$ cat config.mk
export PLATFORM = sky130hd
export DESIGN_NAME = ipv4_pkt_seq_ctrl
export DESIGN_NICKNAME = d
export VERILOG_FILES = /design/src/rtl/ipv4_pkt_seq_ctrl_pkg.sv /design/src/rtl/ipv4_pkt_seq_ctrl_pkt_word_tracker.sv /design/src/rtl/ipv4_pkt_seq_ctrl.sv
export SDC_FILE = /design/constraint.sdc
export NUM_CORES = 1
export LEC_CHECK = 0
export BUFFER_PORTS_ARGS = -buffer_cell sky130_fd_sc_hd__buf_4
export CAP_MARGIN = 10
export CORE_MARGIN = 10
export CORE_UTILIZATION = 30
export DETAILED_ROUTE_END_ITERATION = 10
export PLACE_DENSITY = 0.52
export SETUP_SLACK_MARGIN = 0.02
export SLEW_MARGIN = 10
export SYNTH_ARGS = -nofsm -noshare
export SYNTH_HDL_FRONTEND = slang
export SYNTH_SLANG_ARGS = --single-unit
$ cat constraint.sdc
create_clock -name clk -period 1.6 [get_ports clk]
set_input_delay 0.32 -clock clk [delete_from_list [all_inputs] [get_ports clk]]
set_output_delay 0.32 -clock clk [all_outputs]
set_load 0.03 [all_outputs]
$ cat src/rtl/ipv4_pkt_seq_ctrl_pkg.sv
// Shared types and defaults for the IPv4 output-port-lookup sequencer.
package ipv4_pkt_seq_ctrl_pkg;

  localparam int unsigned NUM_RESULTS_DEF     = 4;
  localparam int unsigned MAX_OUTSTANDING_DEF = 3;
  localparam int unsigned TIMEOUT_CYCLES_DEF  = 64;
  localparam int unsigned TO_W_DEF            = 7;
  localparam int unsigned OUT_W               = 2;

  typedef enum logic [1:0] {
    W1   = 2'd0,
    W2   = 2'd1,
    BODY = 2'd2
  } word_st_e;

  typedef enum logic [1:0] {
    J_IDLE = 2'd0,
    J_WAIT = 2'd1,
    J_POP  = 2'd2
  } join_st_e;

  // Head-of-FIFO fields that decide forward vs drop.
  typedef struct packed {
    logic can_handle_ipv4;
    logic ttl_ok;
    logic csum_ok;
  } result_head_t;

  function automatic logic head_drop(input result_head_t head);
    return !(head.can_handle_ipv4 & head.ttl_ok & head.csum_ok);
  endfunction

endpackage

$ cat src/rtl/ipv4_pkt_seq_ctrl_pkt_word_tracker.sv
// Tracks the position of accepted AXIS beats within a packet and raises the
// word1/word2 strobes plus a runt pulse for single-beat packets.
module ipv4_pkt_seq_ctrl_pkt_word_tracker
  import ipv4_pkt_seq_ctrl_pkg::*;
(
  input  logic     clk,
  input  logic     reset_n,
  input  logic     beat,
  input  logic     tlast,
  output word_st_e word_st,
  output logic     word1_c,
  output logic     word2_c,
  output logic     runt
);

  word_st_e word_st_d;

  always_ff @(posedge clk or negedge reset_n) begin
    if (!reset_n) word_st <= W1;
    else          word_st <= word_st_d;
  end

  always_comb begin
    word_st_d = word_st;
    case (word_st)
      W1:      if (beat) word_st_d = tlast ? W1 : W2;
      W2:      if (beat) word_st_d = tlast ? W1 : BODY;
      BODY:    if (beat && tlast) word_st_d = W1;
      default: word_st_d = W1;
    endcase
  end

  always_comb begin
    word1_c = beat && (word_st == W1);
    word2_c = beat && (word_st == W2);
  end

  // A packet ending on its first word never reaches the parser result FIFOs.
  always_ff @(posedge clk or negedge reset_n) begin
    if (!reset_n) runt <= 1'b0;
    else          runt <= word1_c & tlast;
  end

endmodule

$ cat src/rtl/ipv4_pkt_seq_ctrl.sv
// Sequencer ahead of the IPv4 lookup datapath: word strobes, in-flight packet
// accounting, and a joined pop of the per-packet result FIFOs with a timeout flush.
module ipv4_pkt_seq_ctrl
  import ipv4_pkt_seq_ctrl_pkg::*;
#(
  parameter int unsigned NUM_RESULTS     = NUM_RESULTS_DEF,
  parameter int unsigned MAX_OUTSTANDING = MAX_OUTSTANDING_DEF,
  parameter int unsigned TIMEOUT_CYCLES  = TIMEOUT_CYCLES_DEF,
  parameter int unsigned TO_W            = TO_W_DEF
) (
  input  logic                   clk,
  input  logic                   reset_n,
  input  logic                   i_tvalid,
  input  logic                   i_tlast,
  input  logic                   i_tready,
  output logic                   o_tready,
  output logic                   o_pkt_word1,
  output logic                   o_pkt_word2,
  output logic                   o_runt,
  input  logic [NUM_RESULTS-1:0] i_result_valid,
  input  logic                   i_can_handle_ipv4,
  input  logic                   i_ipv4_ttl_ok,
  input  logic                   i_ipv4_csum_ok,
  output logic                   o_rd_from_magic,
  output logic                   o_decision_valid,
  output logic                   o_drop,
  output logic                   o_timeout_err,
  output logic [OUT_W-1:0]       o_outstanding
);

  word_st_e     word_st;
  logic         stall_c;
  logic         beat_c;
  join_st_e     join_st;
  join_st_e     join_st_d;
  logic [TO_W-1:0] to_cnt;
  logic [TO_W-1:0] to_cnt_d;
  logic         forced;
  logic         forced_d;
  logic         pop_c;
  logic         all_valid_c;
  logic         some_valid_c;
  logic         to_hit_c;
  result_head_t head_c;

  // Only a fresh packet is held back; one already past word 1 always completes.
  assign stall_c  = (word_st == W1) && (o_outstanding == OUT_W'(MAX_OUTSTANDING));
  assign o_tready = reset_n & i_tready & ~stall_c;
  assign beat_c   = i_tvalid & o_tready;

  ipv4_pkt_seq_ctrl_pkt_word_tracker u_word_tracker (
    .clk     (clk),
    .reset_n (reset_n),
    .beat    (beat_c),
    .tlast   (i_tlast),
    .word_st (word_st),
    .word1_c (o_pkt_word1),
    .word2_c (o_pkt_word2),
    .runt    (o_runt)
  );

  assign all_valid_c  = &i_result_valid;
  assign some_valid_c = (|i_result_valid) & ~all_valid_c;
  assign to_hit_c     = some_valid_c && (to_cnt == TO_W'(TIMEOUT_CYCLES - 1));
  assign head_c       = {i_can_handle_ipv4, i_ipv4_ttl_ok, i_ipv4_csum_ok};

  always_ff @(posedge clk or negedge reset_n) begin
    if (!reset_n) join_st <= J_IDLE;
    else          join_st <= join_st_d;
  end

  // POP always exits, so pops are at least one cycle apart and FIFO heads can settle.
  always_comb begin
    join_st_d = join_st;
    case (join_st)
      J_IDLE:  if (o_outstanding != '0) join_st_d = J_WAIT;
      J_WAIT:  if (all_valid_c || to_hit_c) join_st_d = J_POP;
      J_POP:   join_st_d = (o_outstanding > OUT_W'(1)) ? J_WAIT : J_IDLE;
      default: join_st_d = J_IDLE;
    endcase
  end

  always_comb begin
    pop_c    = 1'b0;
    to_cnt_d = '0;
    forced_d = forced;
    if (join_st == J_POP) begin
      pop_c    = 1'b1;
      forced_d = 1'b0;
    end
    if (join_st == J_WAIT) begin
      if (to_hit_c)          forced_d = 1'b1;
      else if (some_valid_c) to_cnt_d = to_cnt + TO_W'(1);
    end
  end

  always_ff @(posedge clk or negedge reset_n) begin
    if (!reset_n) begin
      to_cnt           <= '0;
      forced           <= 1'b0;
      o_rd_from_magic  <= 1'b0;
      o_decision_valid <= 1'b0;
      o_drop           <= 1'b0;
      o_timeout_err    <= 1'b0;
      o_outstanding    <= '0;
    end else begin
      to_cnt           <= to_cnt_d;
      forced           <= forced_d;
      o_rd_from_magic  <= (join_st_d == J_POP);
      o_decision_valid <= pop_c;
      if (pop_c) o_drop <= forced | head_drop(head_c);
      if ((join_st == J_WAIT) && to_hit_c) o_timeout_err <= 1'b1;
      case ({o_pkt_word2, pop_c})
        2'b10:   o_outstanding <= o_outstanding + OUT_W'(1);
        2'b01:   o_outstanding <= o_outstanding - OUT_W'(1);
        default: o_outstanding <= o_outstanding;
      endcase
    end
  end

endmodule
==> flow_metrics.env <==
export IMPL_outcome="finished with violations"
export IMPL_violations="setup timing"
export IMPL_dr_pass1_iters=4
export IMPL_stdcell_area_sq_um=1343
export IMPL_cts_buffers=3
export IMPL_die_h_microns=77.29
export IMPL_synth_distinct_cells=35
export IMPL_fin_cells=163
export IMPL_drv_cap=0
export IMPL_placed_cells=155
export IMPL_num_vias=752
export IMPL_clock_sinks=19
export IMPL_grt_overflow=0
export IMPL_grt_pass1_wl_mm=3.781
export IMPL_cpMaxStageDelayCell="dfrtp_2"
export IMPL_wl_per_cell_microns=13.07
export IMPL_viasPerCell=4.613
export IMPL_area_growth_pct=36.34
export IMPL_grt_max_degree=20
export IMPL_place_gp_congestion=0.7221
export IMPL_initial_utilization_pct=31.73
export IMPL_cp_cell_sequence="ha_4 > nor3b_4 > nor2_2 > buf_6"
export IMPL_cts_tree="built"
export IMPL_finalWorstSetupSlack_ps=-0.8781
export IMPL_grt_pass1_vias=797
export IMPL_hp_class="in2reg"
export IMPL_drc=0
export IMPL_antenna_found_initial=0
export IMPL_cp_data_required_time_ps=1280
export IMPL_clock_path_buffers=2
export IMPL_place_ws_ps=115.0
export IMPL_worstSkewPairLatency_ps=290
export IMPL_skew_ps=8.747
export IMPL_synthCells=86
export IMPL_synth_seq_area_share_pct=48.28
export IMPL_die_area_sq_um=5974
export IMPL_die_w_microns=77.29
export IMPL_fillers=324
export IMPL_core_area_sq_um=3103
export IMPL_layout_drive_gt1_share_pct=42.02
export IMPL_antenna_left=0
export IMPL_routed_wl_mm=2.131
export IMPL_ir_drop_uv=401.8
export IMPL_arrival_ps=1280
export IMPL_yosys_warnings=0
export IMPL_crit_fanout=3
export IMPL_io_pins=22
export IMPL_numPortBuffers=21
export IMPL_endpoint_kind="output pin"
export IMPL_grtUsageTotal_pct=7.736
export IMPL_setup_worst_path_start_class="flip-flop"
export IMPL_grt_setup_unrepaired="yes"
export IMPL_setup_violations=1
export IMPL_clockRootBuffer="clkbuf_4"
export IMPL_num_rows=20
export IMPL_fmax_ghz=0.6247
export IMPL_relSlewSlack_pct=43.10
export IMPL_cts_clk_slew_worst_paths_ps=100
export IMPL_dp_hpwl_mm=1.632
export IMPL_fin_crit_sh_pct=100.1
export IMPL_place_area_sq_um=1247
export IMPL_drv_slew=0
export IMPL_leakage_nw=0.6077
export IMPL_fin_crit_ps=1601
export IMPL_syn_area_per_cell_sq_um=11.45
export IMPL_hold_viol_final=0
export IMPL_nets=137
export IMPL_power_mw=1.699
export IMPL_h_tree_depth=1
export IMPL_max_stage_delay_ps=440
export IMPL_hold_slack_ps=224.8
export IMPL_diodes=0
export IMPL_power_density_nw_per_um2=1265
export IMPL_setup_tns_ps=-0.8781
export IMPL_ys_ff_latch=19
export IMPL_syn_num_nets=103
export IMPL_final_util_pct=43.27
export IMPL_drt_iter0_markers=25
export IMPL_synth_area_sq_um=984.7
export IMPL_tightest_slew_ps=853.6
export IMPL_critPathKind="reg2out"
## state kept, by name (all words and copies together), names as in the netlist
| signal | count |
|---|---|
| o_rd_from_magic | 1 |
| forced | 1 |
| o_drop | 1 |
| u_word_tracker.runt | 1 |
| o_outstanding | 2 |
| to_cnt | 7 |
| o_decision_valid | 1 |
| u_word_tracker.word_st | 2 |
| join_st | 2 |
| o_timeout_err | 1 |
## path summary, 6_finish.rpt
check                      slack [ps]        startpoint                         to  cells past startpoint
min reg2reg                       480        join_st[0]                 join_st[0]                      1
min                               220           i_tlast  u_word_tracker.word_st[1]                      2
max                              -0.9  o_outstanding[1]                   o_tready                      4
min in group asynchronous         390           reset_n                     forced                      3
max reg2reg                       150  o_outstanding[1]  u_word_tracker.word_st[0]                      4
max in group asynchronous         620           reset_n           o_outstanding[1]                      3
## synth_stat cells
cell       n  area share [%]
dfrtp_1   19              48
nand2_1    9             3.4
ha_1       5             6.4
inv_1      5             1.9
o21ai_0    4             2.0
nor2_1     3             1.1
nor3_1     3             1.5
nor3b_1    3             2.3
xnor2_1    3             2.7
a32o_1     2             2.0
and2_1     2             1.3
nand3_1    2             1.0
nand3_2    2             2.0
or3_1      2             1.3
xor2_1     2             1.8
a211oi_2   1             1.3
a21oi_1    1            0.51
and2b_1    1            0.76
and4b_1    1             1.0
nand2b_1   1            0.64
nand3_4    1             1.8
nand3b_1   1            0.76
nand4_1    1            0.64
nor3_4     1             1.7
nor4_1     1            0.64
nor4b_4    1             2.4
o21ai_2    1            0.89
o21bai_2   1             1.1
o22a_1     1            0.89
o22ai_2    1             1.3
o31ai_1    1            0.76
o32ai_1    1            0.89
or3_4      1             1.1
or4_1      1            0.76
or4_4      1             1.1
## final cells by class
| cell class | instances | area [sq um] | share of cell area [%] |
|---|---|---|---|
| Multi-Input combinational cell | 62 | 531.8 | 39.61 |
| Sequential cell | 19 | 480.5 | 35.79 |
| Timing Repair Buffer | 29 | 230.2 | 17.15 |
| Tap cell | 44 | 55.05 | 4.101 |
| Clock buffer | 4 | 26.28 | 1.957 |
| Inverter | 5 | 18.77 | 1.398 |
## power by group
group	leakage, nW	internal, mW	switching (mW)	total (mW)
registers	0.244	0.606	0.126	0.732
logic	0.349	0.349	0.381	0.730
clock network	0.0150	0.0968	0.141	0.237
total	0.608	1.05	0.648	1.70
## per-layer routing
metal | up-vias | share of wire, % | GRT usage (%) | wire (microns)
met2 | 9 | 47 | 11.96 | 1007
met5 | - | 0 | 0 | 0
li1 | 380 | - | - | -
met4 | 0 | 1.9 | 4.380 | 41
met1 | 361 | 48 | 9.537 | 1031
met3 | 2 | 2.3 | 1.865 | 50
## cell families after synthesis
kind of cell / count (synthesis) / share of synthesized area [%]
adder cells (fa/ha/maj): 5 / 6.353
flip-flops: 19 / 48.29
buffers and inverters: 5 / 1.906
AND/OR/NAND/NOR: 38 / 27.32
XOR/XNOR: 5 / 4.448
AO/OA/AOI/OAI: 14 / 11.69
## critical path: cells and delay by family (launching register included)
family	cells	cell delay (ps)
DFF	1	440
buffers and inverters	1	130
adders and majority gates	1	180
and+or+nand+nor	2	240
## what timing repair did
item                                   in CTS  in global routing
gates resized for setup                     5                  4
hold buffers                                1                  0
gates cloned                                0                  0
setup buffers                               0                  3
setup endpoints to repair                   2                  5
endpoints found under the hold margin      19                  0
pin swaps                                   2                  0
## layout by cell type (no fill, tap or decap), types with 2 or more instances in the layout
| cell type | netlist | final |
|---|---|---|
| a32o_1 | 2 | 2 |
| and2_1 | 2 | 2 |
| buf_4 | 0 | 26 |
| buf_6 | 0 | 2 |
| clkbuf_4 | 0 | 3 |
| dfrtp_1 | 19 | 15 |
| dfrtp_2 | 0 | 4 |
| ha_1 | 5 | 4 |
| inv_1 | 5 | 5 |
| nand2_1 | 9 | 9 |
| nand3_1 | 2 | 2 |
| nand3_2 | 2 | 2 |
| nor2_1 | 3 | 2 |
| nor3_1 | 3 | 3 |
| nor3b_1 | 3 | 2 |
| o21ai_0 | 4 | 4 |
| or3_1 | 2 | 2 |
| xnor2_1 | 3 | 3 |
| xor2_1 | 2 | 2 |
Note: power is estimated with default switching activity, not from simulation.
